<file path="src/rtl/tx_arbiter.sv">
// Round-robin arbiter feeding two byte requesters into one UART sender.
// Tracks the sender handshake, flags start timeouts and counts completed frames per requester.
module tx_arbiter #(
  parameter int unsigned START_TIMEOUT = 16,
  parameter int unsigned CNT_W         = 8
) (
  input  logic             clk,
  input  logic             rst_n,
  input  logic             en,
  input  logic             req0_valid,
  input  logic [7:0]       req0_data,
  output logic             req0_ready,
  input  logic             req1_valid,
  input  logic [7:0]       req1_data,
  output logic             req1_ready,
  output logic             tx_start,
  output logic [7:0]       tx_data,
  input  logic             tx_busy,
  input  logic             tx_done,
  output logic             grant_id,
  output logic             arb_busy,
  output logic             err,
  output logic [CNT_W-1:0] cnt0,
  output logic [CNT_W-1:0] cnt1
);

  localparam int unsigned TMR_W = $clog2(START_TIMEOUT + 1);

  typedef enum logic [1:0] {
    IDLE      = 2'd0,
    START     = 2'd1,
    WAIT_BUSY = 2'd2,
    WAIT_DONE = 2'd3
  } state_e;

  state_e             state_q;
  logic [7:0]         tx_data_q;
  logic               grant_id_q;
  logic               last_grant_q;
  logic               tx_start_q;
  logic               arb_busy_q;
  logic               err_q;
  logic [TMR_W-1:0]   timer_q;
  logic [CNT_W-1:0]   cnt0_q;
  logic [CNT_W-1:0]   cnt1_q;

  logic               pick_any_s;
  logic               pick_id_s;
  logic               timeout_s;

  // Arbitration decision; the handshake is only offered from IDLE so ready never overlaps arb_busy.
  always_comb begin
    pick_any_s = 1'b0;
    pick_id_s  = 1'b0;
    if ((state_q == IDLE) && en && rst_n) begin
      if (req0_valid && req1_valid) begin
        pick_any_s = 1'b1;
        pick_id_s  = ~last_grant_q;
      end else if (req0_valid) begin
        pick_any_s = 1'b1;
        pick_id_s  = 1'b0;
      end else if (req1_valid) begin
        pick_any_s = 1'b1;
        pick_id_s  = 1'b1;
      end else begin
        pick_any_s = 1'b0;
        pick_id_s  = 1'b0;
      end
    end else begin
      pick_any_s = 1'b0;
      pick_id_s  = 1'b0;
    end
  end

  // timer_q holds the number of cycles elapsed since the START cycle.
  assign timeout_s = (timer_q >= TMR_W'(START_TIMEOUT - 1));

  // Arbiter FSM with registered outputs and frame counters.
  always_ff @(posedge clk) begin
    if (!rst_n) begin
      state_q      <= IDLE;
      tx_data_q    <= 8'h00;
      grant_id_q   <= 1'b0;
      last_grant_q <= 1'b1;
      tx_start_q   <= 1'b0;
      arb_busy_q   <= 1'b0;
      err_q        <= 1'b0;
      timer_q      <= '0;
      cnt0_q       <= '0;
      cnt1_q       <= '0;
    end else begin
      err_q <= 1'b0;
      case (state_q)
        IDLE: begin
          if (pick_any_s) begin
            tx_data_q    <= pick_id_s ? req1_data : req0_data;
            grant_id_q   <= pick_id_s;
            last_grant_q <= pick_id_s;
            tx_start_q   <= 1'b1;
            arb_busy_q   <= 1'b1;
            timer_q      <= '0;
            state_q      <= START;
          end else begin
            state_q <= IDLE;
          end
        end
        START: begin
          tx_start_q <= 1'b0;
          timer_q    <= TMR_W'(1);
          state_q    <= WAIT_BUSY;
        end
        WAIT_BUSY: begin
          if (tx_busy) begin
            if (tx_done) begin
              // Sender finished within the same cycle it reported busy.
              if (grant_id_q) begin
                cnt1_q <= cnt1_q + CNT_W'(1);
              end else begin
                cnt0_q <= cnt0_q + CNT_W'(1);
              end
              arb_busy_q <= 1'b0;
              state_q    <= IDLE;
            end else begin
              state_q <= WAIT_DONE;
            end
          end else if (timeout_s) begin
            err_q      <= 1'b1;
            arb_busy_q <= 1'b0;
            state_q    <= IDLE;
          end else begin
            timer_q <= timer_q + TMR_W'(1);
          end
        end
        WAIT_DONE: begin
          if (tx_done) begin
            if (grant_id_q) begin
              cnt1_q <= cnt1_q + CNT_W'(1);
            end else begin
              cnt0_q <= cnt0_q + CNT_W'(1);
            end
            arb_busy_q <= 1'b0;
            state_q    <= IDLE;
          end else begin
            state_q <= WAIT_DONE;
          end
        end
        default: begin
          tx_start_q <= 1'b0;
          arb_busy_q <= 1'b0;
          state_q    <= IDLE;
        end
      endcase
    end
  end

  assign req0_ready = pick_any_s & ~pick_id_s;
  assign req1_ready = pick_any_s &  pick_id_s;
  assign tx_start   = tx_start_q;
  assign tx_data    = tx_data_q;
  assign grant_id   = grant_id_q;
  assign arb_busy   = arb_busy_q;
  assign err        = err_q;
  assign cnt0       = cnt0_q;
  assign cnt1       = cnt1_q;

endmodule

</file>
<file path="config.mk">
export PLATFORM = sky130hd
export DESIGN_NAME = tx_arbiter
export DESIGN_NICKNAME = d
export VERILOG_FILES = /design/src/rtl/tx_arbiter.sv
export SDC_FILE = /design/constraint.sdc
export NUM_CORES = 1
export LEC_CHECK = 0
export CAP_MARGIN = 20
export CORE_ASPECT_RATIO = 1.1
export CORE_MARGIN = 2
export CORE_UTILIZATION = 47
export CTS_CLUSTER_DIAMETER = 60
export DETAILED_ROUTE_END_ITERATION = 12
export PLACE_DENSITY = 0.77
export SYNTH_ARGS = -nofsm -noshare
export SYNTH_HDL_FRONTEND = slang
export SYNTH_SLANG_ARGS = --single-unit
</file>
<file path="constraint.sdc">
create_clock -name clk -period 2.1 [get_ports clk]
set_clock_uncertainty 0.05 [all_clocks]
set_input_delay 0.21 -clock clk [delete_from_list [all_inputs] [get_ports clk]]
set_output_delay 0.21 -clock clk [all_outputs]
set_load 0.01 [all_outputs]
</file>
==> qor.csv, run 1 <==
metric;value;unit
status;finished clean;
top-area cell type share of the netlist area;40.0;%
reg2reg end;timer_q[2];
fin crit period;2.03;ns
RSZ-0062 raised after global routing;true;
Initial DRC Count;80;
io pins;53;
critical path class;flop to flop;
Worst Hold Class;flop to flop;
Post-Synth Adder-Cell Area;6.25;%
Synth area leaders;dfxtp_1, ha_1, nor2_1, a222oi_1, xor2_1;
Async SR Flop Fraction;0;%
XOR/XNOR Fraction of Synth Area;5.84;%
CTS tree;yes;
max-capacitance violation count;0;
pin count of the biggest net entering global routing;15;
CTS buffer count;5;
standby leakage power;0.930;nW
final WL;4030;µm
H-Tree Depth;2;
hold endpoint;arb_busy;
post-route setup TNS;0;ns
Yosys warnings;0;
cell area after synthesis;1800;µm²
Seq cells post-synth;36;
most frequent cell after synthesis;dfxtp_1;
Post-Syn Nets;217;
Rows;23;
ys flop type;dfxtp_1;
Compound-Gate Fraction of Synth Area;16.7;%
Overall Power;1.41;mW
Buffers on Ports;52;
fmax;492;MHz
Max Slew Vio Count;0;
DIE AREA;4340;µm²
final setup vio count;0;
core area;3650;µm²
RR Startpoint;timer_q[0];
worst-skew pair later-pin latency;0.29;ns
drt first pass iters;4;
ant diodes;0;
clock root cell;clkbuf_8;
Crit Path Max Fanout;5;
Post-Synth Simple-Gate Area;23.7;%
Final Cycle Share;96.9;%
Worst EP required;2.23;ns
Via-to-Cell Ratio;5.43;
initial antenna violation count;0;
number of global-route vias before repair;1417;
max_slew headroom;75.3;%
final hold viol count;0;
Routed wire per std cell;13.6;µm
Setup Slack @ Placement;0.0526;ns
EDFF count, synth;0;
die width;63.0;µm
startpoint types;flop;
Pwr Density;560;nW/µm²
grt ovf;0;
r2r setup slk;0.07;ns
crit end category;flop;
Least-Margin Pin Slew;0.363;ns
Netlist cell types;48;
synthesized area per cell;9.73;µm²
clock transition at the registers of the reported paths;0.07;ns
Via Count;1607;
worst reg-to-reg path cell count;7;
hold path start;arb_busy;
drt drc;0;
area delta synth->final;40.3;%
crit path DAT;2.17;ns
Placer Congestion;0.841;
HPWL Detailed;2900;µm
die extent in y;68.9;µm
first-pass GRT wire length;6630;µm
Total GRT Usage;19.7;%
Max VDD drop;0.467;mV
main combinational cell family by area after synthesis;simple AND/OR/NAND/NOR gates;
worst-case clock buffer depth;2;
antenna viol nets, final;0;
hold slack;0.421;ns
multiplexer share of the synthesized area;4.10;%
post-synthesis sequential area ratio;40.0;%
clock sink count;36;
Starting Density;49.3;%
Final WS setup;0.0659;ns
WHS Path Cells;2;
ratio of cells with drive above 1 in the final layout;14.2;%
top cells by count, synth;dfxtp_1, nor2_1, ha_1;
nets;277;
Synth area leader;dfxtp_1;
Synth Instances;185;
-- routing by layer --
layer | vias to the layer above | share of wire [%] | global-route usage [%]
li1 | 806 | - | -
met1 | 751 | 46 | 24.7
met2 | 44 | 47 | 31.8
met3 | 6 | 5.0 | 4.71
met4 | 0 | 1.9 | 10.6
met5 | - | 0 | 0
-- what timing repair did --
action	4_1_cts	5_1_grt
setup buffers	0	1
hold buffers	0	0
setup endpoints to repair	1	3
pin swaps	0	4
gates cloned	0	0
resized for setup	2	5
-- how the worst max path moves through the flow --
| stage | startpoint | end | slack (ns) |
|---|---|---|---|
| floorplan | timer_q[0] | timer_q[2] | 0.20 |
| global placement | req1_valid | req1_ready | 0.12 |
| detailed placement | timer_q[0] | timer_q[2] | 0.05 |
| CTS | timer_q[0] | timer_q[2] | 0.03 |
| global route | state_q[0] | req1_ready | -0.004 |
| finish | timer_q[0] | timer_q[2] | 0.07 |
-- worst max-delay path, stage by stage, from the launching register on --
cell and delay, ns:
dfxtp_2 0.35, ha_2 0.20, and3_1 0.18, ha_2 0.19, nor4b_4 0.39, o2bb2ai_4 0.18, nand2_4 0.10, o41ai_2 0.31
-- kinds of logic (layout without fill, tap and decap cells) --
kind of cell    after synthesis  after routing
simple gates                 73             73
compound gates               36             36
flops                        36             36
buf+inv                      13             74
xor+xnor                     12             12
fa+ha+maj                     9              9
mux                           6              6
-- metrics by stage --
stage	area [µm²]	utilization (%)	instances
3_3_place_gp	2400	65.6	287
2_1_floorplan	1800	-	185
5_1_grt	2530	69.1	296
4_1_cts	2490	68.2	295
3_5_place_dp	2400	65.6	287
6_report	2530	69.1	296
-- cell type report --
class	count	area, µm²
fillers	291	1130
multi-input cells	136	1050
flip-flops and latches	36	722
repair buffers	60	579
clock buffers	7	86.3
well taps	50	62.6
inverters	6	22.5
clock inverters	1	7.51
-- flip-flops by register name, indices dropped and copies added, names as in the netlist --
name          cells
last_grant_q      1
tx_data           8
cnt0              8
cnt1              8
err               1
tx_start          1
grant_id          1
state_q           2
arb_busy          1
timer_q           5
-- where the power goes --
part	internal, mW	total [mW]	switching (mW)
Clock	0.266	0.506	0.239
Combinational	0.108	0.197	0.0894
Sequential	0.699	0.710	0.0111
-- layout by cell type, fill, tap and decap left out, types with 5 or more instances in the layout --
cell type,count
dfxtp_1,35
nor2_1,28
a21oi_1,6
clkbuf_8,6
a222oi_1,8
inv_1,6
buf_4,8
ha_1,6
xnor2_1,5
nand2_1,6
clkdlybuf4s50_1,51
nand3_1,8
xor2_1,7
No activity file was read; power rests on OpenSTA's default activity.
==> inputs of run 2 (changes only) <==
--- a/config.mk
+++ b/config.mk
@@ -7,7 +7,7 @@
 export LEC_CHECK = 0
 export CAP_MARGIN = 20
 export CORE_ASPECT_RATIO = 1.1
-export CORE_MARGIN = 2
+export CORE_MARGIN = 5
 export CORE_UTILIZATION = 47
 export CTS_CLUSTER_DIAMETER = 60
 export DETAILED_ROUTE_END_ITERATION = 12
==> constraint.sdc (replaced) <==
create_clock -name clk -period 2.1 [get_ports clk]
set_clock_uncertainty 0.05 [all_clocks]
set_input_delay 0.63 -clock clk [delete_from_list [all_inputs] [get_ports clk]]
set_output_delay 0.63 -clock clk [all_outputs]
set_load 0.01 [all_outputs]
==> run 2 against run 1 <==
Net effect:
- combinational power up 21%
- cell count up 6.1%
- routed wire length up 18%
- non-clock buffer count up 18
- critical path type is now input pin to output port
- largest cell class unchanged
==> qor.csv, run 2 (same netlist as run 1, synthesis figures left out) <==
metric;value;unit;change
met2 usage;31.6;%;-0.21 points
CP delay by family, top;buffers and inverters;;
final WL;4760;µm;+18%
multi-input logic area;1100;µm²;+5.3%
CTS buffer count;5;;unchanged
commonest non-fill, non-tap cell in the layout;clkdlybuf4s50_1;;
CTS tree;yes;;
max_slew headroom;71.9;%;-3.4 points
Via Count;1680;;+4.5%
Overall Power;1.62;mW;+15%
Via-to-Cell Ratio;5.35;;-1.5%
Starting Density;48.9;%;-0.38 points
Worst Hold Class;flop to flop;;
drt drc;0;;unchanged
crit end category;output port;;
GRT met1 Usage;21.2;%;-3.6 points
Max VDD drop;0.417;mV;-11%
ratio of cells with drive above 1 in the final layout;23.5;%;+9.3 points
drt first pass iters;4;;unchanged
Routed wire per std cell;15.2;µm;+11%
nets;295;;+6.5%
die extent in y;74.9;µm;+8.7%
standby leakage power;1.07;nW;+15%
Max Slew Vio Count;0;;unchanged
Rows;23;;unchanged
slowest stage delay, CP;0.32;ns;-0.07 ns
GR peak layer;met2;;
initial antenna violation count;0;;unchanged
fin crit period;2.09;ns;+0.0541 ns
core area;3680;µm²;+0.79%
CP bufs+invs;2;;+2
commonest non-fill, non-tap cells in the layout;clkdlybuf4s50_1, dfxtp_1, nor2_1, buf_4;;
Crit Path Max Fanout;3;;-2
crit path DAT;1.41;ns;-0.76 ns
startpoint types;input pin;;
register area;722;µm²;unchanged
worst-case clock buffer depth;2;;unchanged
final hold viol count;0;;unchanged
status;finished clean;;
Final Cycle Share;99.4;%;+2.6 points
Total GRT Usage;18.4;%;-1.3 points
clock root cell;clkbuf_8;;
M3 GR Usage;6.68;%;+2.0 points
pin count of the biggest net entering global routing;14;;-1
final core utilization;74.5;%;+5.4 points
grt ovf;0;;unchanged
ant diodes;0;;unchanged
Placer Congestion;0.753;;-10%
worst-skew pair later-pin latency;0.29;ns;about the same
io pins;53;;unchanged
final setup vio count;0;;unchanged
Pwr Density;591;nW/µm²;+5.7%
area delta synth->final;52.4;%;
Initial DRC Count;96;;+20%
clock sink count;36;;unchanged
first-pass GRT wire length;7600;µm;+15%
Worst EP required;1.42;ns;-0.81 ns
Setup Slack @ Placement;-0.688;ns;-0.741 ns
fillers;297;;+2.1%
Worst path slowest cell;dlygate4sd2_1;;
hold buffer count at CTS;0;;unchanged
critical path class;input pin to output port;;
Least-Margin Pin Slew;0.421;ns;+0.0583 ns
HPWL Detailed;3320;µm;+14%
antenna viol nets, final;0;;unchanged
crit path cell chain;dlygate4sd2_1 -> o2111ai_4 -> nor2_4 -> buf_6;;
die width;69.0;µm;+9.5%
clock transition at the registers of the reported paths;0.07;ns;about the same
DIE AREA;5170;µm²;+19%
Final WS setup;0.0118;ns;-0.0541 ns
number of global-route vias before repair;1698;;+20%
max-capacitance violation count;0;;unchanged
Buffers on Ports;52;;unchanged
fmax;479;MHz;-2.6%
H-Tree Depth;2;;unchanged
run 2: repair_timing:
| action | in CTS | in global routing |
|---|---|---|
| resized for setup | 14 | 19 |
| endpoints found under the setup margin | 2 | 7 |
| buffers inserted | 0 | 1 |
| pin swaps | 2 | 6 |
| cloned | 0 | 0 |
run 2: where the power goes:
part	internal [mW]	total [mW]	switching, mW
Combinational	0.130	0.239	0.109
Sequential	0.699	0.711	0.0118
Clock	0.419	0.672	0.253
Total	1.25	1.62	0.374
run 2: final cells by class:
class,count,share of cell area [%]
clock inverters,1,1.09
repair buffers,78,25.9
flip-flops and latches,36,26.3
clock buffers,7,3.51
well taps,50,2.28
inverters,6,0.821
multi-input cells,136,40.1
run 2: metal layers:
layer / wire length [µm] / share of wire [%] / vias to the layer above
met2: 2360 / 50 / 35
met3: 250 / 5.2 / 6
met5: 0 / 0 / -
met1: 2090 / 44 / 791
li1: - / - / 848
met4: 62 / 1.3 / 0
run 2: worst register-to-register path, cell delays in order (launching register included):
cell,delay [ns]
dfxtp_1,0.32
ha_2,0.19
and3_1,0.19
ha_2,0.19
nor4b_4,0.34
a2bb2oi_2,0.15
buf_4,0.15
o211ai_1,0.17
o41ai_2,0.10
run 2: stage by stage:
step | instances | setup TNS, ns | cell area (µm²) | hold WS (ns)
after floorplan | 185 | 0 | 1800 | 0.386
after global placement | 305 | -2.92 | 2530 | 0.411
after detailed placement | 305 | -3.54 | 2530 | 0.413
after CTS | 313 | -0.0289 | 2660 | 0.449
after global routing | 314 | -0.0373 | 2740 | 0.475
final | 314 | 0 | 2740 | 0.459
run 2: worst paths after layout:
| kind | cells past startpoint | from | to | slack [ns] |
|---|---|---|---|---|
| setup / recovery | 4 | en | req0_ready | 0.01 |
| hold / removal | 2 | arb_busy | arb_busy | 0.46 |
| setup reg to reg | 8 | timer_q[0] | timer_q[4] | 0.13 |
| hold reg to reg | 2 | arb_busy | arb_busy | 0.46 |
